**config.mk**
```make
export PLATFORM = sky130hd
export DESIGN_NAME = param_ctrl_gen_flat
export DESIGN_NICKNAME = d
export VERILOG_FILES = /design/src/rtl/param_ctrl_gen_if.sv /design/src/rtl/param_ctrl_gen.sv /design/src/flat_wrapper.sv
export SDC_FILE = /design/constraint.sdc
export NUM_CORES = 1
export LEC_CHECK = 0
export CORE_UTILIZATION = 30
export CTS_CLUSTER_DIAMETER = 50
export DETAILED_ROUTE_END_ITERATION = 10
export GPL_TIMING_DRIVEN = 0
export PLACE_DENSITY = 0.43
export RECOVER_POWER = 50
export SLEW_MARGIN = 20
export SYNTH_ARGS = -nofsm -noshare
export SYNTH_HDL_FRONTEND = slang
export SYNTH_SLANG_ARGS = --single-unit
```
**constraint.sdc**
```tcl
create_clock -name clk -period 4.8 [get_ports clk]
set_input_delay 0.96 -clock clk [delete_from_list [all_inputs] [get_ports clk]]
set_output_delay 0.96 -clock clk [all_outputs]
set_load 0.01 [all_outputs]
```
**src/rtl/param_ctrl_gen_if.sv**
```systemverilog
// Front-panel bus for param_ctrl_gen: key pulses in, parameter values and
// display data out. The master side is the panel/display logic and the slave
// side is the controller. With HOLD_REPEAT_EN defined, the bus also carries
// the inc_hold/dec_hold level inputs.
interface param_ctrl_gen_if #(
   parameter int NUM_CH = 5,
   parameter int W      = 11,
   parameter int DIGITS = 4
);
   localparam int CH_W = (NUM_CH > 1) ? $clog2(NUM_CH) : 1;

   logic                  key_sel;
   logic                  key_inc;
   logic                  key_dec;
`ifdef HOLD_REPEAT_EN
   logic                  inc_hold;
   logic                  dec_hold;
`endif
   logic [NUM_CH*W-1:0]   param_bus;
   logic [CH_W-1:0]       ch_sel;
   logic                  changed;
   logic [DIGITS*4-1:0]   disp_bcd;
   logic [CH_W-1:0]       disp_ch;
   logic                  disp_valid;
   logic                  busy;

   modport master (
`ifdef HOLD_REPEAT_EN
      output inc_hold, dec_hold,
`endif
      output key_sel, key_inc, key_dec,
      input  param_bus, ch_sel, changed, disp_bcd, disp_ch, disp_valid, busy
   );

   modport slave (
`ifdef HOLD_REPEAT_EN
      input  inc_hold, dec_hold,
`endif
      input  key_sel, key_inc, key_dec,
      output param_bus, ch_sel, changed, disp_bcd, disp_ch, disp_valid, busy
   );
endinterface

```
**src/rtl/param_ctrl_gen.sv**
```systemverilog
// Key-driven parameter controller for the signal-generator front panel.
// Holds NUM_CH parameters with per-channel min/max/step/init and wrap or
// saturate policy. key_sel rotates the active channel; key_inc/key_dec adjust
// it. Every change (and the first clock after reset) launches a sequential
// double-dabble conversion of the active value into packed BCD for the
// seven-segment driver; a newer change restarts a conversion in flight.
// Optional feature macro HOLD_REPEAT_EN: adds inc_hold/dec_hold level inputs
// with an auto-repeat timer (HOLD_DLY initial delay, then REPEAT_PER period).
module param_ctrl_gen #(
   parameter int                  NUM_CH   = 5,
   parameter int                  W        = 11,
   parameter int                  DIGITS   = 4,
   parameter logic [NUM_CH*W-1:0] MIN_VEC  = {11'd2, 11'd10, 11'd10, 11'd1, 11'd1},
   parameter logic [NUM_CH*W-1:0] MAX_VEC  = {11'd20, 11'd800, 11'd300, 11'd4, 11'd6},
   parameter logic [NUM_CH*W-1:0] STEP_VEC = {11'd1, 11'd10, 11'd10, 11'd1, 11'd1},
   parameter logic [NUM_CH*W-1:0] INIT_VEC = MIN_VEC,
   parameter logic [NUM_CH-1:0]   WRAP_MSK = 5'b11111
`ifdef HOLD_REPEAT_EN
   ,
   parameter int                  HOLD_DLY   = 25_000_000,
   parameter int                  REPEAT_PER = 5_000_000
`endif
) (
   input  logic              clk,
   input  logic              reset_n,
   param_ctrl_gen_if.slave   bus
);

   localparam int CH_W  = (NUM_CH > 1) ? $clog2(NUM_CH) : 1;
   localparam int CNT_W = $clog2(W + 1);
   localparam int BCD_W = DIGITS * 4;
   localparam logic [CH_W-1:0] LAST_CH = CH_W'(NUM_CH - 1);

   typedef enum logic [1:0] {IDLE, LOAD, SHIFT, DONE} conv_state_t;

   // Increment with W+1-bit headroom so v+step cannot alias past max.
   function automatic logic [W-1:0] step_up(input logic [W-1:0] v,
                                            input logic [W-1:0] lo,
                                            input logic [W-1:0] hi,
                                            input logic [W-1:0] st,
                                            input logic         wrap);
      logic [W:0] sum;
      sum = {1'b0, v} + {1'b0, st};
      if (sum > {1'b0, hi})
         return wrap ? lo : hi;
      return sum[W-1:0];
   endfunction

   // Decrement; the bound test is v < min+step so v-step never underflows.
   function automatic logic [W-1:0] step_dn(input logic [W-1:0] v,
                                            input logic [W-1:0] lo,
                                            input logic [W-1:0] hi,
                                            input logic [W-1:0] st,
                                            input logic         wrap);
      if ({1'b0, v} < ({1'b0, lo} + {1'b0, st}))
         return wrap ? hi : lo;
      return v - st;
   endfunction

   // Double-dabble correction: any BCD digit of 5 or more gets +3 before shifting.
   function automatic logic [BCD_W-1:0] dd_adjust(input logic [BCD_W-1:0] acc);
      logic [BCD_W-1:0] r;
      r = acc;
      for (int d = 0; d < DIGITS; d++) begin
         if (acc[d*4 +: 4] >= 4'd5)
            r[d*4 +: 4] = acc[d*4 +: 4] + 4'd3;
      end
      return r;
   endfunction

   logic [W-1:0]        param_q [NUM_CH];
   logic [W-1:0]        param_d [NUM_CH];
   logic [CH_W-1:0]     ch_sel_q, ch_sel_d;
   logic                changed_q, changed_d;
   logic                start_q, start_d;
   logic                inc_req, dec_req;
   logic                inc_ev, dec_ev;
   logic                val_chg;
   logic [W-1:0]        act_val;
   logic                conv_start;
   logic [NUM_CH*W-1:0] bus_pack;

   conv_state_t         state_q;
   logic [W-1:0]        bin_q;
   logic [BCD_W-1:0]    acc_q;
   logic [CNT_W-1:0]    cnt_q;
   logic [CH_W-1:0]     snap_ch_q;
   logic [BCD_W-1:0]    disp_bcd_q;
   logic [CH_W-1:0]     disp_ch_q;
   logic                disp_valid_q;
   logic                busy_q;

`ifdef HOLD_REPEAT_EN
   localparam int HOLD_MAX = (HOLD_DLY > REPEAT_PER) ? HOLD_DLY : REPEAT_PER;
   localparam int HOLD_W   = $clog2(HOLD_MAX + 1);

   logic [HOLD_W-1:0] hold_cnt_q, hold_cnt_d;
   logic              hold_rep_q, hold_rep_d;
   logic              hold_one;
   logic              hold_fire;

   // Hold timer: first event after HOLD_DLY held cycles, then every REPEAT_PER.
   always_comb begin
      hold_one   = bus.inc_hold ^ bus.dec_hold;
      hold_fire  = 1'b0;
      hold_cnt_d = '0;
      hold_rep_d = 1'b0;
      if (hold_one) begin
         hold_rep_d = hold_rep_q;
         hold_cnt_d = hold_cnt_q + 1'b1;
         if (hold_cnt_q == HOLD_W'(hold_rep_q ? (REPEAT_PER - 1) : (HOLD_DLY - 1))) begin
            hold_fire  = 1'b1;
            hold_cnt_d = '0;
            hold_rep_d = 1'b1;
         end
      end
   end

   // Hold timer registers; releasing both holds clears them.
   always_ff @(posedge clk or negedge reset_n) begin
      if (!reset_n) begin
         hold_cnt_q <= '0;
         hold_rep_q <= 1'b0;
      end else begin
         hold_cnt_q <= hold_cnt_d;
         hold_rep_q <= hold_rep_d;
      end
   end

   // A key pulse coinciding with a generated event still counts once.
   assign inc_req = bus.key_inc | (hold_fire & bus.inc_hold);
   assign dec_req = bus.key_dec | (hold_fire & bus.dec_hold);
`else
   assign inc_req = bus.key_inc;
   assign dec_req = bus.key_dec;
`endif

   // Simultaneous inc and dec cancel each other.
   assign inc_ev = inc_req & ~dec_req;
   assign dec_ev = dec_req & ~inc_req;

   // Next parameter values, channel selection and change detection.
   always_comb begin
      val_chg  = 1'b0;
      act_val  = '0;
      start_d  = 1'b0;
      ch_sel_d = ch_sel_q;
      for (int i = 0; i < NUM_CH; i++) begin
         param_d[i] = param_q[i];
         if (ch_sel_q == CH_W'(i)) begin
            act_val = param_q[i];
            if (inc_ev)
               param_d[i] = step_up(param_q[i], MIN_VEC[i*W +: W], MAX_VEC[i*W +: W],
                                    STEP_VEC[i*W +: W], WRAP_MSK[i]);
            else if (dec_ev)
               param_d[i] = step_dn(param_q[i], MIN_VEC[i*W +: W], MAX_VEC[i*W +: W],
                                    STEP_VEC[i*W +: W], WRAP_MSK[i]);
         end
         if (param_d[i] != param_q[i])
            val_chg = 1'b1;
      end
      if (bus.key_sel)
         ch_sel_d = (ch_sel_q == LAST_CH) ? '0 : ch_sel_q + 1'b1;
      changed_d = val_chg | bus.key_sel;
   end

   // Parameter, selection and change-pulse registers.
   always_ff @(posedge clk or negedge reset_n) begin
      if (!reset_n) begin
         for (int i = 0; i < NUM_CH; i++)
            param_q[i] <= INIT_VEC[i*W +: W];
         ch_sel_q  <= '0;
         changed_q <= 1'b0;
         start_q   <= 1'b1;
      end else begin
         for (int i = 0; i < NUM_CH; i++)
            param_q[i] <= param_d[i];
         ch_sel_q  <= ch_sel_d;
         changed_q <= changed_d;
         start_q   <= start_d;
      end
   end

   // start_q is set only for the first clock after reset, giving the auto-start.
   assign conv_start = changed_d | start_q;

   // Converter FSM; a new change from any state (re)enters LOAD on the same edge.
   always_ff @(posedge clk or negedge reset_n) begin
      if (!reset_n) begin
         state_q      <= IDLE;
         bin_q        <= '0;
         acc_q        <= '0;
         cnt_q        <= '0;
         snap_ch_q    <= '0;
         disp_bcd_q   <= '0;
         disp_ch_q    <= '0;
         disp_valid_q <= 1'b0;
         busy_q       <= 1'b0;
      end else begin
         disp_valid_q <= 1'b0;
         if (conv_start) begin
            state_q <= LOAD;
            busy_q  <= 1'b1;
         end else begin
            case (state_q)
               LOAD: begin
                  bin_q     <= act_val;
                  snap_ch_q <= ch_sel_q;
                  acc_q     <= '0;
                  cnt_q     <= '0;
                  state_q   <= SHIFT;
               end
               SHIFT: begin
                  {acc_q, bin_q} <= {dd_adjust(acc_q), bin_q} << 1;
                  cnt_q          <= cnt_q + 1'b1;
                  if (cnt_q == CNT_W'(W - 1))
                     state_q <= DONE;
               end
               DONE: begin
                  disp_bcd_q   <= acc_q;
                  disp_ch_q    <= snap_ch_q;
                  disp_valid_q <= 1'b1;
                  busy_q       <= 1'b0;
                  state_q      <= IDLE;
               end
               default: begin
                  busy_q  <= 1'b0;
                  state_q <= IDLE;
               end
            endcase
         end
      end
   end

   // Flatten the channel registers onto the output bus, channel 0 at the LSBs.
   always_comb begin
      bus_pack = '0;
      for (int i = 0; i < NUM_CH; i++)
         bus_pack[i*W +: W] = param_q[i];
   end

   assign bus.param_bus  = bus_pack;
   assign bus.ch_sel     = ch_sel_q;
   assign bus.changed    = changed_q;
   assign bus.disp_bcd   = disp_bcd_q;
   assign bus.disp_ch    = disp_ch_q;
   assign bus.disp_valid = disp_valid_q;
   assign bus.busy       = busy_q;

endmodule
```
**src/flat_wrapper.sv**
```systemverilog
// flat-port wrapper written by rule: the top's interface ports become plain ports
module param_ctrl_gen_flat 
#(
   parameter int                  NUM_CH   = 5,
   parameter int                  W        = 11,
   parameter int                  DIGITS   = 4,
   parameter logic [NUM_CH*W-1:0] MIN_VEC  = {11'd2, 11'd10, 11'd10, 11'd1, 11'd1},
   parameter logic [NUM_CH*W-1:0] MAX_VEC  = {11'd20, 11'd800, 11'd300, 11'd4, 11'd6},
   parameter logic [NUM_CH*W-1:0] STEP_VEC = {11'd1, 11'd10, 11'd10, 11'd1, 11'd1},
   parameter logic [NUM_CH*W-1:0] INIT_VEC = MIN_VEC,
   parameter logic [NUM_CH-1:0]   WRAP_MSK = 5'b11111

)
  (clk, reset_n, bus_key_sel, bus_key_inc, bus_key_dec, bus_param_bus, bus_ch_sel, bus_changed, bus_disp_bcd, bus_disp_ch, bus_disp_valid, bus_busy);
  param_ctrl_gen_if #(.NUM_CH(NUM_CH), .W(W), .DIGITS(DIGITS)) bus_i ();
  input  logic clk;
  input  logic reset_n;
  input wire logic [$bits(bus_i.key_sel)-1:0] bus_key_sel;
  input wire logic [$bits(bus_i.key_inc)-1:0] bus_key_inc;
  input wire logic [$bits(bus_i.key_dec)-1:0] bus_key_dec;
  output wire logic [$bits(bus_i.param_bus)-1:0] bus_param_bus;
  output wire logic [$bits(bus_i.ch_sel)-1:0] bus_ch_sel;
  output wire logic [$bits(bus_i.changed)-1:0] bus_changed;
  output wire logic [$bits(bus_i.disp_bcd)-1:0] bus_disp_bcd;
  output wire logic [$bits(bus_i.disp_ch)-1:0] bus_disp_ch;
  output wire logic [$bits(bus_i.disp_valid)-1:0] bus_disp_valid;
  output wire logic [$bits(bus_i.busy)-1:0] bus_busy;
  assign bus_i.key_sel = bus_key_sel;
  assign bus_i.key_inc = bus_key_inc;
  assign bus_i.key_dec = bus_key_dec;
  assign bus_param_bus = bus_i.param_bus;
  assign bus_ch_sel = bus_i.ch_sel;
  assign bus_changed = bus_i.changed;
  assign bus_disp_bcd = bus_i.disp_bcd;
  assign bus_disp_ch = bus_i.disp_ch;
  assign bus_disp_valid = bus_i.disp_valid;
  assign bus_busy = bus_i.busy;
  param_ctrl_gen #(.NUM_CH(NUM_CH), .W(W), .DIGITS(DIGITS), .MIN_VEC(MIN_VEC), .MAX_VEC(MAX_VEC), .STEP_VEC(STEP_VEC), .INIT_VEC(INIT_VEC), .WRAP_MSK(WRAP_MSK)) u_core (.clk(clk), .reset_n(reset_n), .bus(bus_i));
endmodule
```
==> impl_metrics.toml, run 1 <==
[status]
outcome = "finished, violations left"
violations = "max-capacitance violations, max-slew violations"

[finish]
area_growth_syn_to_layout_pct = 22.54
stdcell_area_mm2 = 0.01229
utilization_pct = 37.59
mostFrequentLayoutCells = "143 x nand2_1, 109 x dfrtp_1, 105 x o21ai_0"
insertedDiodeCount = 0
fillers = 3494
drive_above_1_share_pct = 10.82
final_nets = 1418
final_common_cell = "nand2_1"
multi_input_area_mm2 = 0.006576
regArea_mm2 = 0.002942
final_cells = 1838

[sta]
layout_setup_ws_ps = 140.9
worst_slew_pin_slew_ps = 2667
final_hold_viol_count = 0
drv_slew = 45
finClkSkew_ps = 20.46
finalSetupTns_ps = 0
final.min_clock_period_ps = 4659
rsz0062_at_grt = "no"
finalSetupViolations = 0
holdWs_ps = 485.1
slew_headroom_pct = -77.79
post-route-period-util_pct = 97.06
max_freq_ghz = 0.2146

[clock_network]
clk_root_buffer_cell = "clkbuf_16"
htreeDepth = 4
cts.sinks = 117
cts_buffer_depth = 2
cts-hold-fix-buffers = 0
clock_latency_ps = 460
cts_buffers = 17
cts_tree = "yes"
clk_pin_slew_ps = 60

[logic_synthesis]
ys_seq_elements = 117
ys_async_sr_fraction_pct = 100.0
synth_area_per_cell_um2 = 7.875
synth-edff-count = 0
synth_fp_nets = 1309
netlist_area_mm2 = 0.01003
netlist_instances = 1274
yosys_warnings = 0
ys_seq_area_share_pct = 29.28
ys.flop_type = "dfrtp_1"
ys_types = 90

[pwr]
pwr-share-seq_pct = 21.9
swShare_pct = 51.06
p_per_area_mw_per_mm2 = 639.9
comb_power_share_pct = 60.6
total_power_mw = 7.866
power_frac_clock_pct = 17.6
leakagePower_nw = 4.966
switching_power_mw = 4.016
peakVddDrop_v = 0.0002565
internal_power_mw = 3.849

[worst_setup_path]
cp_cell_sequence = "clkdlybuf4s15_2, buf_4, nand2b_2, buf_6, buf_4, buf_4, nand4b_1, o22ai_1, nor4_2, nand4_1, nor4b_4, nand4_1, buf_4, nor4b_4, nand3_4, buf_4, inv_2, mux2_2"
cp-end-kind = "flip-flop"
ff2ff_setup_slack_ps = 140
startpoint_type = "input port"
critPathArrivalTime_ps = 4990
cpPeakStageDelay_ps = 380
critPathMaxFanout = 10
cp_num_buf_inv = 8
crit_family = "simple AND/OR/NAND/NOR gates"
slowest_stage = "nor4b_4"
crit_top_cell = "buf_4"
crit_type = "input port to flip-flop"
cp.required_ps = 5140

[floorplan]
dieWidth_um = 184.9
io_pins = 85
core_area_mm2 = 0.03270
die-area_mm2 = 0.03418
start_util_pct = 30.68
rows = 66
die_y_um = 184.9

[grt]
grt_usage_pct = 26.68
grt_pass1_wl_um = 68120
grt_start_max_net_pins = 74
grt_pass1_vias = 10540
antenna_found_initial = 0
grt_overflow = 0

[routing]
drt_wl_total_um = 44790
vias_per_cell = 6.018
firstDrtPassIters = 6
drt_iter0_drc = 1193
avgRoutedWirePerCell_um = 24.37
antenna_left = 0
drc_errors = 0
num_vias = 11060

[run]
maxCapViolCount = 1

[placement]
port_buffers = 84
gp_congestion = 0.9503
dp.cells = 1801
post_dp_cell_area_mm2 = 0.01146
preCtsSetupSlack_ps = -2422
dp_hpwl_um = 33400

[hold_path]
hold_class = "flip-flop to flip-flop"
## cells by family (layout without fill, tap and decap cells)
logic type,after synthesis,in the layout,share of synthesized area (%)
compound gates,412,412,28.04
xor+xnor,19,19,1.659
fa+ha+maj,30,30,3.742
buf+inv,162,284,6.273
flops,117,117,29.28
mux,54,54,5.837
other cells,1,1,0.03738
simple gates,479,479,25.13
## per-layer routing
metal | track usage, % | part of all wire, % | vias to the layer above
met3 | 5.014 | 7.4 | 79
met1 | 38.65 | 47 | 5447
met2 | 39.13 | 43 | 519
met4 | 9.223 | 2.6 | 0
li1 | - | - | 5017
met5 | 0 | 0 | -
## layout make-up
type,instances,area share [%]
sequential,117,23.93
clock buffer,21,3.746
inverter,53,1.618
clock inverter,11,1.221
timing repair buffer,95,7.654
multi-input combinational,995,53.50
tap,442,4.499
buffer,104,3.837
## cells in the mapped netlist (7+ instances only)
| cell type | count | share of area [%] |
|---|---|---|
| nand2_1 | 143 | 5.4 |
| dfrtp_1 | 109 | 27 |
| o21ai_0 | 105 | 5.2 |
| nor2_1 | 81 | 3.0 |
| clkbuf_1 | 80 | 3.0 |
| a21oi_1 | 76 | 3.8 |
| inv_1 | 52 | 1.9 |
| nor3_1 | 34 | 1.7 |
| ha_1 | 30 | 3.7 |
| nand3_1 | 30 | 1.5 |
| mux2_2 | 29 | 3.3 |
| nand4_1 | 29 | 1.8 |
| a211oi_1 | 23 | 1.7 |
| nand2b_1 | 23 | 1.4 |
| o211ai_1 | 21 | 1.6 |
| nor2b_1 | 20 | 1.2 |
| and3_1 | 19 | 1.2 |
| nor4_1 | 19 | 1.2 |
| o31ai_1 | 19 | 1.4 |
| mux2i_1 | 18 | 1.8 |
| a31oi_1 | 17 | 1.1 |
| buf_2 | 17 | 0.85 |
| or3_1 | 13 | 0.81 |
| buf_1 | 12 | 0.45 |
| o22ai_1 | 12 | 0.75 |
| a21o_1 | 11 | 0.82 |
| xor2_1 | 11 | 0.96 |
| and2_1 | 10 | 0.62 |
| a211o_1 | 8 | 0.70 |
| a221oi_1 | 8 | 0.70 |
| dfstp_2 | 8 | 2.1 |
| nor3b_1 | 8 | 0.60 |
| o311ai_0 | 8 | 0.70 |
| xnor2_1 | 8 | 0.70 |
| a22o_1 | 7 | 0.61 |
| a32oi_1 | 7 | 0.61 |
| a41oi_1 | 7 | 0.61 |
| mux2_1 | 7 | 0.79 |
| nor4b_1 | 7 | 0.61 |
| o2111ai_1 | 7 | 0.61 |
## power by group through the flow
| stage | clock network (mW) | logic, mW | registers (mW) |
|---|---|---|---|
| after floorplan | 0 | 2.74 | 1.67 |
| after global placement | 0 | 4.55 | 1.69 |
| after detailed placement | 0 | 4.51 | 1.69 |
| after CTS | 1.41 | 4.65 | 1.71 |
| after global routing | 1.46 | 5.09 | 1.77 |
| final | 1.38 | 4.76 | 1.72 |
## final timing paths
check | startpoint | end | cells past startpoint
max | bus_key_dec | u_core.bus.disp_ch[0] | 18
min | u_core.bus.disp_bcd[14] | u_core.bus.disp_bcd[14] | 1
max reg2reg | u_core.bus.param_bus[28] | u_core.acc_q[11] | 14
min reg2reg | u_core.bus.disp_bcd[14] | u_core.bus.disp_bcd[14] | 1
max in group asynchronous | reset_n | u_core.bus.param_bus[18] | 1
min in group asynchronous | reset_n | u_core.bus.param_bus[35] | 1
## timing repair
item / in CTS / in global routing
cloned: 0 / 0
pin swaps: 7 / 7
resized for setup: 32 / 34
endpoints found under the setup margin: 58 / 57
buffers inserted: 9 / 1
## worst register-to-register path: cells and delay by family, from the launching register on
| family | cells | cell delay, ps |
|---|---|---|
| buffers and inverters | 4 | 900 |
| AND/OR/NAND/NOR | 5 | 1840 |
| AO/OA/AOI/OAI | 5 | 1350 |
| flip-flops | 1 | 440 |
## registers in the layout (all words and copies together) (netlist names)
signal	count
u_core.bus.param_bus	55
u_core.acc_q	16
u_core.bus.disp_bcd	16
u_core.bin_q	11
u_core.cnt_q	4
u_core.bus.ch_sel	3
u_core.bus.disp_ch	3
u_core.snap_ch_q	3
u_core.state_q	2
u_core.bus.busy	1
u_core.bus.changed	1
u_core.bus.disp_valid	1
u_core.start_q	1
Note: power is estimated with default switching activity, not from simulation.
==> inputs of run 2 (changes only) <==
--- a/config.mk
+++ b/config.mk
@@ -8,9 +8,9 @@
 export CORE_UTILIZATION = 30
 export CTS_CLUSTER_DIAMETER = 50
 export DETAILED_ROUTE_END_ITERATION = 10
-export GPL_TIMING_DRIVEN = 0
 export PLACE_DENSITY = 0.43
 export RECOVER_POWER = 50
+export SKIP_LAST_GASP = 1
 export SLEW_MARGIN = 20
 export SYNTH_ARGS = -nofsm -noshare
 export SYNTH_HDL_FRONTEND = slang
==> run 2 against run 1 <==
  * The flow still finishes with violations (max-capacitance violations, max-slew violations)
  * Routed wire length shrank 7.5%
  * Register-to-register slack better by 150 ps
  * Sequential power about the same
  * First-iteration DRC count is 6.0% lower
  * Total power increased by 0.13%
  * Final cell count grew 1.0%
  * Non-clock buffer count increased by 19
==> impl_metrics.toml, run 2 (synthesis results as in run 1) <==
[status]
outcome = "finished, violations left"
violations = "max-capacitance violations, max-slew violations"

[worst_setup_path]
ff2ff_setup_slack_ps = 290
cpPeakStageDelay_ps = 640
slowest_stage = "clkdlybuf4s50_1"
crit_type = "input port to flip-flop"
cp-end-kind = "flip-flop"
crit_top_cell = "buf_4"
cp_cell_sequence = "clkdlybuf4s50_1, nand2b_1, buf_4, buf_4, a211oi_1, a211oi_1, o311ai_0, a2111oi_2, nand4_1, or4_1, nor4_4, buf_4, buf_4, nand4_1, mux2_2"
r2r-start = "u_core.bus.param_bus[27]"
timing.rr.end = "u_core.snap_ch_q[2]"
cp_num_buf_inv = 5
startpoint_type = "input port"
cp.required_ps = 5120
critPathMaxFanout = 7
critPathArrivalTime_ps = 4910
reg2reg_depth = 12
crit_family = "simple AND/OR/NAND/NOR gates"

[grt]
grt_start_max_net_pins = 93
grt_overflow = 0
antenna_found_initial = 0
grt_pass1_wl_um = 64630
grt_usage_pct = 24.68
grt_pass1_vias = 10330

[clock_network]
clk_pin_slew_ps = 60
cts_buffer_depth = 2
cts_buffers = 17
cts-hold-fix-buffers = 0
cts.sinks = 117
clk_root_buffer_cell = "clkbuf_16"
htreeDepth = 4
clock_latency_ps = 450
cts_tree = "yes"

[finish]
final_nets = 1437
drive_above_1_share_pct = 16.04
final_cells = 1857
insertedDiodeCount = 0
mostFrequentLayoutCells = "143 x nand2_1, 128 x buf_4, 109 x dfrtp_1"
largest_reg_flops = 55
final_common_cell = "nand2_1"
area_growth_syn_to_layout_pct = 25.88

[sta]
holdWs_ps = 481.8
worst_slew_pin_slew_ps = 2503
finalSetupViolations = 0
final_hold_viol_count = 0
layout_setup_ws_ps = 208.4
final.min_clock_period_ps = 4592
finClkSkew_ps = 19.39
rsz0062_at_grt = "no"
drv_slew = 93
max_freq_ghz = 0.2178
slew_headroom_pct = -66.89
post-route-period-util_pct = 95.66

[pwr]
peakVddDrop_v = 0.0002718
total_power_mw = 7.876
p_per_area_mw_per_mm2 = 623.6
leakagePower_nw = 5.275

[hold_path]
min_to = "u_core.bus.disp_bcd[6]"
hold_class = "flip-flop to flip-flop"
whs_path_depth = 1
hold_start = "u_core.bus.disp_bcd[6]"

[placement]
dp_hpwl_um = 30860
dp.cells = 1824
gp_congestion = 0.9489
preCtsSetupSlack_ps = -177.4
port_buffers = 84

[run]
maxCapViolCount = 3

[floorplan]
core_area_mm2 = 0.03270
die-area_mm2 = 0.03418
rows = 66
io_pins = 85
die_y_um = 184.9
dieWidth_um = 184.9
start_util_pct = 30.68

[routing]
firstDrtPassIters = 5
antenna_left = 0
drc_errors = 0
avgRoutedWirePerCell_um = 22.32
num_vias = 10840
drt_wl_total_um = 41440
drt_iter0_drc = 1122
vias_per_cell = 5.835
run 2: cell types whose count changed in the layout (fill, tap and decap cells not counted), moves of 4 or more:
| cell | delta |
|---|---|
| buf_2 | -15 |
| clkbuf_2 | -7 |
| clkinv_4 | +4 |
| clkbuf_1 | -60 |
| dlygate4sd3_1 | -5 |
| buf_1 | -8 |
| clkdlybuf4s50_1 | +7 |
| buf_6 | -4 |
| buf_4 | +113 |
run 2: per-stage QoR:
step / TNS, ps / util (%) / area [µm²]
2_1_floorplan: 0 / - / 10030
3_3_place_gp: -6297 / 36.77 / 12030
3_5_place_dp: -6430 / 36.77 / 12030
4_1_cts: 0 / 38.61 / 12630
5_1_grt: 0 / 38.62 / 12630
6_report: 0 / 38.62 / 12630
run 2: power breakdown:
part	internal, mW	switching [mW]	total, mW
clock	0.830	0.529	1.36
sequential	1.31	0.444	1.75
combinational	1.88	2.88	4.76
run 2: timing repair:
| action | 4_1_cts | 5_1_grt |
|---|---|---|
| buffers inserted | 0 | 1 |
| setup endpoints to repair | 0 | 24 |
| gates resized for setup | 0 | 2 |
run 2: per-layer routing:
| metal | part of all wire [%] | vias to the layer above | GRT usage [%] | routed length (µm) |
|---|---|---|---|---|
| li1 | - | 5062 | - | - |
| met1 | 47 | 5315 | 36.09 | 19630 |
| met2 | 44 | 405 | 36.56 | 18030 |
| met3 | 6.9 | 53 | 4.188 | 2866 |
| met4 | 2.2 | 0 | 7.636 | 908 |
| met5 | 0 | - | 0 | 0 |
run 2: how the worst max path moves through the flow:
stage | from | end | slack, ps | depth (start not counted)
after CTS | bus_key_inc | u_core.snap_ch_q[2] | 230 | 15
final | bus_key_inc | u_core.snap_ch_q[2] | 210 | 15
after detailed placement | bus_key_inc | u_core.snap_ch_q[1] | -180 | 15
after global routing | bus_key_inc | u_core.snap_ch_q[0] | 60 | 16
after floorplan | bus_key_inc | u_core.bus.disp_bcd[12] | 550 | 11
after global placement | bus_key_inc | u_core.snap_ch_q[0] | -180 | 15
run 2: worst reg2reg max path, cell delays in order, from the launching register on:
cell,delay [ps]
dfrtp_1,550
nor4_2,630
nand3_1,410
a32oi_1,460
o211ai_1,140
a41oi_1,310
o21ai_0,190
or4_1,590
nor4_4,300
buf_4,190
buf_4,130
nand4_1,180
mux2_2,320
run 2: layout make-up:
cell class,count,area (µm²)
inverter,53,198.9
fill,3414,20070
multi-input combinational,995,6485
timing repair buffer,218,1852
sequential,117,2938
clock inverter,12,155.1
tap,442,553.0
clock buffer,20,446.7
==> inputs of run 3 (changes only) <==
==> constraint.sdc (replaced) <==
create_clock -name clk -period 5.2 [get_ports clk]
set_input_delay 1.04 -clock clk [delete_from_list [all_inputs] [get_ports clk]]
set_output_delay 1.04 -clock clk [all_outputs]
set_load 0.01 [all_outputs]
==> run 3 against run 2 <==
  * The run still ends with max-capacitance violations, max-slew violations left
  * Highest routed layer unchanged
  * Cell area shrank 2.9%
  * Clock-buffer cell count grew 2
  * Non-clock buffer count shrank 51
  * Routed wire length shrank 1.5%
  * Sequential share of layout area grew 0.69 points
  * Via count shrank 1.7%
  * Die area is the same
==> impl_metrics.toml, run 3 (synthesis results as in run 1) <==
[clock_network]
cts_setup_buffers = 0
cts_buffer_depth = 2
clock_latency_ps = 440
cts-hold-fix-buffers = 0
cts_tree = "yes"
ctsResizeCount = 0
cts.sinks = 117
clk_pin_slew_ps = 60
cts_buffers = 17
htreeDepth = 4
clk_root_buffer_cell = "clkbuf_16"

[routing]
drt_wl_total_um = 40820
drt_iter0_drc = 1222
avgRoutedWirePerCell_um = 22.60
num_vias = 10650
firstDrtPassIters = 5
drc_errors = 0
antenna_left = 0
vias_per_cell = 5.899

[pwr]
leakagePower_nw = 5.026
p_per_area_mw_per_mm2 = 578.6
peakVddDrop_v = 0.0002761

[worst_setup_path]
cp-end-kind = "flip-flop"
reg2reg_depth = 12
startpoint_type = "input port"
critPathMaxFanout = 16
cp.required_ps = 5510
critPathArrivalTime_ps = 5150
crit_type = "input port to flip-flop"

[finish]
largest_reg_flops = 55
insertedDiodeCount = 0
area_growth_syn_to_layout_pct = 22.25
utilization_pct = 37.50
mostFrequentLayoutCells = "143 x nand2_1, 109 x dfrtp_1, 105 x o21ai_0"
fillers = 3435
drive_above_1_share_pct = 13.05
final_common_cell = "nand2_1"
final_nets = 1386
stdcell_area_mm2 = 0.01226

[floorplan]
dieWidth_um = 184.9
die_y_um = 184.9
io_pins = 85
core_area_mm2 = 0.03270
start_util_pct = 30.68
die-area_mm2 = 0.03418
rows = 66

[placement]
dp_hpwl_um = 30110
port_buffers = 84
post_dp_cell_area_mm2 = 0.01166
gp_congestion = 0.9478

[grt]
grt_overflow = 0
grtUsageMet2_pct = 34.96
antenna_found_initial = 0
globalRouteMet1Util_pct = 35.98
grt_start_max_net_pins = 81
grt_usage_pct = 24.37
busiest_layer = "met1"
met3_usage_pct = 4.444
grt_pass1_wl_um = 63180
grt_pass1_vias = 9989

[sta]
final.min_clock_period_ps = 4832
finClkSkew_ps = 17.47
rsz0062_at_grt = "no"
max_freq_ghz = 0.2070
holdWs_ps = 483.9
finalSetupViolations = 0
worst_slew_pin_slew_ps = 3807
slew_headroom_pct = -153.8
final_hold_viol_count = 0
post-route-period-util_pct = 92.92
drv_slew = 115

[status]
outcome = "finished, violations left"
violations = "max-capacitance violations, max-slew violations"

[run]
maxCapViolCount = 2

[hold_path]
whs_path_depth = 1
hold_class = "flip-flop to flip-flop"
==> run 3: power breakdown <==
group,internal [mW],leakage [nW],switching (mW),total [mW]
logic,1.59,3.22,2.52,4.11
clock network,0.759,0.285,0.486,1.25
registers,1.21,1.52,0.539,1.75
==> run 3: final timing paths <==
path / to / startpoint / slack [ps]
min: u_core.bus.disp_bcd[5] / u_core.bus.disp_bcd[5] / 480
max in group asynchronous: u_core.bus.disp_bcd[12] / reset_n / 950
max reg2reg: u_core.acc_q[11] / u_core.bus.param_bus[34] / 670
min in group asynchronous: u_core.bus.param_bus[26] / reset_n / 2030
max: u_core.bus.disp_bcd[6] / bus_key_dec / 370
min reg2reg: u_core.bus.disp_bcd[5] / u_core.bus.disp_bcd[5] / 480
==> run 3: worst max-delay path: stages <==
cell,delay [ps]
clkdlybuf4s50_1,590
buf_4,250
nor4b_2,440
and3_1,330
nor4_1,100
nor4_2,420
nand4_1,210
nor4b_1,350
nand4_1,290
nor4b_2,330
buf_4,180
nand3_4,90
buf_12,190
mux2_1,320
==> run 3: routing by layer <==
metal | share of wire, % | vias to the layer above
met5 | 0 | -
met1 | 48 | 5178
met4 | 2.7 | 0
met3 | 7.0 | 60
li1 | - | 4960
met2 | 42 | 456
==> run 3: cell type report <==
class                   instances  area (µm²)  share of cell area (%)
clock buffers                  22       484.2                   3.948
repair buffers                167        1493                   12.17
flip-flops and latches        117        2938                   23.95
inverters                      53       198.9                   1.622
multi-input cells             995        6476                   52.81
well taps                     442       553.0                   4.509
clock inverters                10       121.4                  0.9896
==> run 3: metrics by stage <==
stage,instances,setup slack (ps),power [mW],TNS [ps]
floorplan,1274,871.6,4.066,0
global placement,1774,-145.1,5.870,-2373
detailed placement,1774,-135.3,5.791,-1652
CTS,1806,276.4,7.076,0
global route,1806,188.6,7.561,0
finish,1806,368.0,7.096,0
